==> src/rtl/mult_32bit_seq.sv <==
// Iterative shift-and-add multiplier for MULT/MULTU: 32x32 -> 64-bit HI/LO.
// One adder_32bit add per cycle; sign handled by magnitude multiply plus final negate.

module adder_32bit (
  input  logic [31:0] a,
  input  logic [31:0] b,
  input  logic        carry_in,
  output logic [31:0] sum,
  output logic        carry_out,
  output logic        overflow
);
  always_comb begin
    {carry_out, sum} = {1'b0, a} + {1'b0, b} + {32'b0, carry_in};
    overflow = (a[31] == b[31]) && (sum[31] != a[31]);
  end
endmodule

module mult_32bit_seq #(
  parameter int unsigned WIDTH = 32,
  parameter int unsigned CNT_W = 6
) (
  input  logic             clk,
  input  logic             reset,
  input  logic             start,
  input  logic             is_signed,
  input  logic [WIDTH-1:0] multiplicand,
  input  logic [WIDTH-1:0] multiplier,
  output logic             busy,
  output logic             done,
  output logic [WIDTH-1:0] hi,
  output logic [WIDTH-1:0] lo
);
  typedef enum logic [1:0] {IDLE, CALC, FIX} state_t;

  localparam logic [WIDTH-1:0]   ONE   = WIDTH'(1);
  localparam logic [2*WIDTH-1:0] ONE_W = (2*WIDTH)'(1);
  localparam logic [CNT_W-1:0]   LAST  = CNT_W'(WIDTH - 1);

  state_t             state;
  logic [WIDTH-1:0]   a_mag;
  logic [WIDTH-1:0]   acc_hi;
  logic [WIDTH-1:0]   acc_lo;
  logic [CNT_W-1:0]   cnt;
  logic               neg_res;

  logic [WIDTH-1:0]   add_b;
  logic [WIDTH-1:0]   add_sum;
  logic               add_cout;
  logic [2*WIDTH-1:0] prod;
  logic [2*WIDTH-1:0] prod_neg;

  always_comb begin
    add_b    = acc_lo[0] ? a_mag : '0;
    prod     = {acc_hi, acc_lo};
    prod_neg = ~prod + ONE_W;
  end

  adder_32bit u_add (
    .a         (acc_hi),
    .b         (add_b),
    .carry_in  (1'b0),
    .sum       (add_sum),
    .carry_out (add_cout),
    .overflow  ()
  );

  always_ff @(posedge clk) begin
    if (reset) begin
      state   <= IDLE;
      a_mag   <= '0;
      acc_hi  <= '0;
      acc_lo  <= '0;
      cnt     <= '0;
      neg_res <= 1'b0;
      busy    <= 1'b0;
      done    <= 1'b0;
      hi      <= '0;
      lo      <= '0;
    end else begin
      done <= 1'b0;
      case (state)
        IDLE: begin
          if (start) begin
            // 0x80000000 negates to itself, which reads correctly as unsigned 2^31
            a_mag   <= (is_signed && multiplicand[WIDTH-1]) ? (~multiplicand + ONE) : multiplicand;
            acc_lo  <= (is_signed && multiplier[WIDTH-1])   ? (~multiplier + ONE)   : multiplier;
            neg_res <= is_signed & (multiplicand[WIDTH-1] ^ multiplier[WIDTH-1]);
            acc_hi  <= '0;
            cnt     <= '0;
            busy    <= 1'b1;
            state   <= CALC;
          end
        end
        CALC: begin
          // 65-bit {carry, sum, acc_lo} shifted right by one into the 64-bit accumulator
          acc_hi <= {add_cout, add_sum[WIDTH-1:1]};
          acc_lo <= {add_sum[0], acc_lo[WIDTH-1:1]};
          cnt    <= cnt + CNT_W'(1);
          if (cnt == LAST) state <= FIX;
        end
        FIX: begin
          {hi, lo} <= neg_res ? prod_neg : prod;
          done     <= 1'b1;
          busy     <= 1'b0;
          state    <= IDLE;
        end
        default: state <= IDLE;
      endcase
    end
  end
endmodule

==> config.mk <==
export PLATFORM = sky130hd
export DESIGN_NAME = mult_32bit_seq
export DESIGN_NICKNAME = d
export VERILOG_FILES = /design/src/rtl/mult_32bit_seq.sv
export SDC_FILE = /design/constraint.sdc
export NUM_CORES = 1
export LEC_CHECK = 0
export ABC_AREA = 1
export CAP_MARGIN = 20
export CORE_MARGIN = 3
export CORE_UTILIZATION = 50
export DETAILED_ROUTE_END_ITERATION = 10
export PLACE_DENSITY_LB_ADDON = 0.15
export SYNTH_ARGS = -nofsm -noshare
export SYNTH_HDL_FRONTEND = slang
export SYNTH_SLANG_ARGS = --single-unit
==> constraint.sdc <==
create_clock -name clk -period 2.9 [get_ports clk]
set_input_delay 0.435 -clock clk [delete_from_list [all_inputs] [get_ports clk]]
set_output_delay 0.435 -clock clk [all_outputs]
set_load 0.03 [all_outputs]
# Word-level counts from Yosys, hierarchy flattened
# Index checks and enable logic that the tools add are counted.
[totals]
register_bits = 171
elab_cells = 50
output_inout_bits = 66
in_bits = 68
[op_classes]
n_addsub = 5
reduce_logical = 9
bitwise_logic = 5
n_mux = 16
eq_ne = 5
[op_table]
columns = ["operator", "count"]
rows = [
  ["$mux W32", 5],
  ["$pmux W32 S2", 2],
  ["$add A32 B1 Y32 const B", 2],
  ["$add A64 B1 Y64 const B", 1],
  ["$mux W64", 1],
  ["$not A32 Y32", 2],
  ["$not A64 Y64", 1],
  ["$add A32 B32 Y33", 1],
  ["$pmux W6 S2", 1],
  ["$reduce_and A2 Y1", 4],
  ["$add A6 B1 Y6 const B", 1],
  ["$eq A6 B5 Y1 const B", 1],
  ["$mux W6", 1],
  ["$mux W2", 2],
  ["$ne A2 B2 Y1 const B", 2],
  ["$pmux W2 S2", 1],
  ["$reduce_bool A2 Y1", 2],
  ["$eq A2 B1 Y1 const B", 1],
  ["$eq A2 B2 Y1 const B", 1],
  ["$logic_and A1 B1 Y1", 2],
  ["$logic_not A2 Y1", 1],
  ["$mux W1", 2],
  ["$pmux W1 S2", 1],
  ["$and A1 B1 Y1", 1],
  ["$xor A1 B1 Y1", 1],
]

# Logic depth before layout (Yosys ltp)
[depth]
ltp_word = 5
ltp_mapped = 18
ltp_nobuf = 16

# Modules after synthesis
# From an unflattened synthesis, not the netlist that was laid out.
[hier_totals]
cells_unflattened = 2064
area_unflattened_um2 = 12456.9
[modules_own_cells]
columns = ["mod", "instances", "cells_per_inst", "area_each_um2"]
rows = [
  ["mult_32bit_seq", 1, 1641, 10228.6],
  ["adder_32bit", 1, 423, 2228.4],
]

# Worst setup path before layout
# OpenSTA, ideal clock, no wires.
[synth_path]
path_type = "reg2reg"
startpoint = "reg acc_lo[0]"
endpoint = "reg acc_hi[15]"
setup_ps = 132
stages_incl_launch_ff = 18
t_arrival_ps = 2141
n_path_buf = 2
period_less_slack_ps = 2273
setup_slack_ps = 627
cell_sequence = "dfxtp_1 -> buf_6 -> clkbuf_1 -> nand2_1 -> inv_1 -> ha_1 -> inv_1 -> fa_1 -> inv_1 -> nand3_1 -> nand3_1 -> nand2_1 -> nand2_1 -> inv_1 -> o21ai_0 -> nand2_1 -> nand3_1 -> a21oi_1"
[synth_via]
elab_chain_len = 3
[synth_lines]
columns = ["element", "line", "source"]
rows = [
  ["start, declared", "42", "logic [WIDTH-1:0] acc_lo;"],
  ["start signal, assigned", "86", "acc_lo <= (is_signed && multiplier[WIDTH-1]) ? (~multiplier + ONE) : multiplier;"],
  ["start signal, assigned", "97", "acc_lo <= {add_sum[0], acc_lo[WIDTH-1:1]};"],
  ["$mux W32", "53", "add_b = acc_lo[0] ? a_mag : '0;"],
  ["$add A32 B32 Y33", "13", "{carry_out, sum} = {1'b0, a} + {1'b0, b} + {32'b0, carry_in};"],
  ["$pmux W32 S2", "81", "case (state)"],
  ["end signal, assigned", "96", "acc_hi <= {add_cout, add_sum[WIDTH-1:1]};"],
  ["end, declared", "41", "logic [WIDTH-1:0] acc_hi;"],
]
# Every way passes these cells.
# A chain may end at the register's enable or synchronous reset.

# Worst setup path after layout
[layout_path]
startpoint = "reg acc_lo[0]"
endpoint = "reg acc_hi[12]"
# Same word-level chain as after synthesis.

==> metrics.md <==
| Metric | Value |
|---|---|
| Status | completed |
| All-Layer GR Usage | 29.3% |
| Layout cells sized above 1 | 5.24% |
| Number of port buffers | 133 |
| Die Y-Extent | 168 um |
| Synth warn | 0 |
| Crit path launch type | flop |
| RSZ-0062 raised after global routing | false |
| Hold_ws | 0.315 ns |
| CP Max Fanout | 33 |
| Via-to-Cell Ratio | 5.33 |
| Worst Setup Path Type | reg2reg |
| Tightest Pin Transition | 0.981 ns |
| Final instance area | 0.0153 sq mm |
| Utilization after layout | 60.0% |
| PD cells | 404 mW/mm^2 |
| Yosys cell types | 49 |
| CP arrival | 2.70 ns |
| CTS tree | built |
| Worst setup startpoint | acc_lo[0] |
| First-pass GRT wire length | 67700 um |
| Grt ovf | 0 |
| Vias in the first global route | 13300 |
| Synthesized area | 0.0131 sq mm |
| Root buffer cell | clkbuf_16 |
| Initial Util | 51.5% |
| CTS Buf Count | 17 |
| Fillers | 2602 |
| Final hold violations | 0 |
| Leakage dissipation | 7.59 nW |
| Worst Hold Class | in2reg |
| Routed WL | 41700 um |
| Largest net degree at the start of global routing | 93 |
| Syn_nets | 2382 |
| R2r endpoint | acc_hi[12] |
| Buffer count from post-CTS setup fixing | 0 |
| #FFs+latches synth | 171 |
| Worst Skew | 0.0136 ns |
| CTS resizes | 0 |
| Final worst-path cycle share | 83.1% |
| Slew margin rel. | 34.5% |
| Hold buffer count at cts | 0 |
| Clk slew on worst S/H paths | 0.08 ns |
| TNS Setup | 0 ns |
| Tot Pwr | 6.17 mW |
| DP HPWL | 32100 um |
| Final ANT Viol Nets | 0 |
| Post-synthesis sequential area ratio | 26.1% |
| Most common cell after layout, fill and taps aside | nand2_1 |
| Reg-to-reg startpoint | acc_lo[0] |
| Clock sink count | 171 |
| Number of diodes | 0 |
| R2R depth | 13 |
| R2R setup slack | 0.49 ns |
| Crit path required time | 3.19 ns |
| First-iteration detailed-routing DRC count | 1340 |
| Area grow syn2layout | 16.4% |
| Routed WL per cell | 15.4 um |
| Clk Latency, worst-skew pair | 0.45 ns |
| Via count | 14500 |
| Antenna violations before repair | 0 |
| Slew Limit Fails | 0 |
| Avg Cell Area, Syn | 5.76 sq um |
| Synthesized instance count | 2277 |
| Setup-failing EPs final | 0 |
| Max cap viols | 0 |
| Area of the die | 0.0282 sq mm |
| Row cnt | 58 |
| DRC | 0 |
| IO Pins | 134 |
| Most frequent cells in the layout | nand2_1 (659), inv_1 (339), nor2_1 (324) |
| Critical Path End | acc_hi[12] |
| Die span in x | 168 um |
| Layout Nets | 2477 |
| Htree depth | 4 |
| Fmax | 415 MHz |
| DR pass1 iterations | 5 |
| Dpl cell area | 0.0147 sq mm |
| Crit path time final | 2.41 ns |
| CP Capture Type | flop |
| Core area | 0.0255 sq mm |
| Placer Congestion | 0.975 |
| Worst-case clock buffer depth | 2 |
| Peak supply drop | 0.295 mV |
[per-stage QoR]
step                      cells  setup slack, ns
after floorplan            2277            0.627
after global placement     2683            0.488
after detailed placement   2683            0.413
after CTS                  2715            0.509
after global routing       2715            0.255
final                      2715            0.489
[sequential cells by signal, summed over array words and instances (netlist names)]
signal and cells:
cnt 6, state 2, lo 32, neg_res 1
done 1, a_mag 32, hi 32, acc_lo 32
acc_hi 32, busy 1
[cells by family (layout without fill, tap and decap cells)]
logic type	count (synthesis)	in the layout	share of synthesized area [%]
AO/OA/AOI/OAI	314	314	13.6
buffers and inverters	424	532	12.6
AND/OR/NAND/NOR	1289	1289	41.4
XOR/XNOR	42	42	2.80
adder cells (fa/ha/maj)	37	37	3.59
flip-flops	171	171	26.1
[power by group]
part           switching, mW  total (mW)  internal, mW
registers              0.103        2.54          2.43
logic                  0.874        1.32         0.445
clock network           1.14        2.32          1.17
total                   2.12        6.17          4.05
[per-layer routing]
layer	vias to the layer above	GRT usage [%]	wire (um)
met5	-	0	0
met4	0	10.2	1350
met1	6482	42.3	19700
met2	523	45.4	17800
met3	77	3.45	2890
li1	7396	-	-
[worst max-delay path, cell delays in order (launching register included)]
cell and delay (ns):
dfxtp_1 0.33, buf_4 0.31, nand2_1 0.09, inv_1 0.09, ha_1 0.30, nor2_1 0.18, inv_1 0.08, nand3_1 0.08
nand2_1 0.09, nand2_1 0.08, nand2_1 0.17, or2_2 0.32, nand3_1 0.07, a21oi_1 0.07
[worst min-delay path by stage]
stage / startpoint / endpoint / slack [ns] / cells past startpoint
2_1_floorplan: cnt[5] / cnt[5] / 0.44 / 1
5_1_grt: reset / busy / 0.32 / 2
6_report: reset / acc_lo[28] / 0.31 / 2
3_3_place_gp: cnt[5] / cnt[5] / 0.45 / 1
3_5_place_dp: cnt[5] / cnt[5] / 0.46 / 1
4_1_cts: reset / acc_lo[18] / 0.30 / 2
[Yosys cell counts (all sizes together)]
| library cell | number | area share [%] |
|---|---|---|
| a211oi | 1 | 0.057 |
| a21o | 2 | 0.11 |
| a21oi | 139 | 5.3 |
| a221oi | 2 | 0.13 |
| a22oi | 17 | 0.97 |
| a31oi | 13 | 0.62 |
| a32o | 1 | 0.076 |
| and2 | 2 | 0.095 |
| buf | 38 | 1.5 |
| clkbuf | 37 | 1.1 |
| clkinv | 1 | 0.029 |
| dfxtp | 171 | 26 |
| fa | 1 | 0.15 |
| ha | 36 | 3.4 |
| inv | 348 | 10 |
| nand2 | 674 | 20 |
| nand3 | 207 | 8.1 |
| nand3b | 9 | 0.52 |
| nand4 | 16 | 0.76 |
| nor2 | 350 | 11 |
| nor3 | 19 | 0.76 |
| nor4 | 2 | 0.095 |
| o211ai | 8 | 0.46 |
| o21a | 1 | 0.057 |
| o21ai | 104 | 4.1 |
| o21bai | 6 | 0.34 |
| o221a | 1 | 0.086 |
| o221ai | 13 | 0.87 |
| o22ai | 2 | 0.095 |
| o31ai | 3 | 0.17 |
| o32ai | 1 | 0.067 |
| or2 | 10 | 0.50 |
| xnor2 | 5 | 0.33 |
| xor2 | 37 | 2.5 |
[area by class of cell]
class	count	area, sq um	area share (%)
sequential	171	3420	22.4
clock inverter	14	153	1.00
clock buffer	18	439	2.88
inverter	349	1310	8.58
tap	330	413	2.70
multi-input combinational	1682	8060	52.7
timing repair buffer	151	1480	9.67
Power figures use the tool's default switching activity.
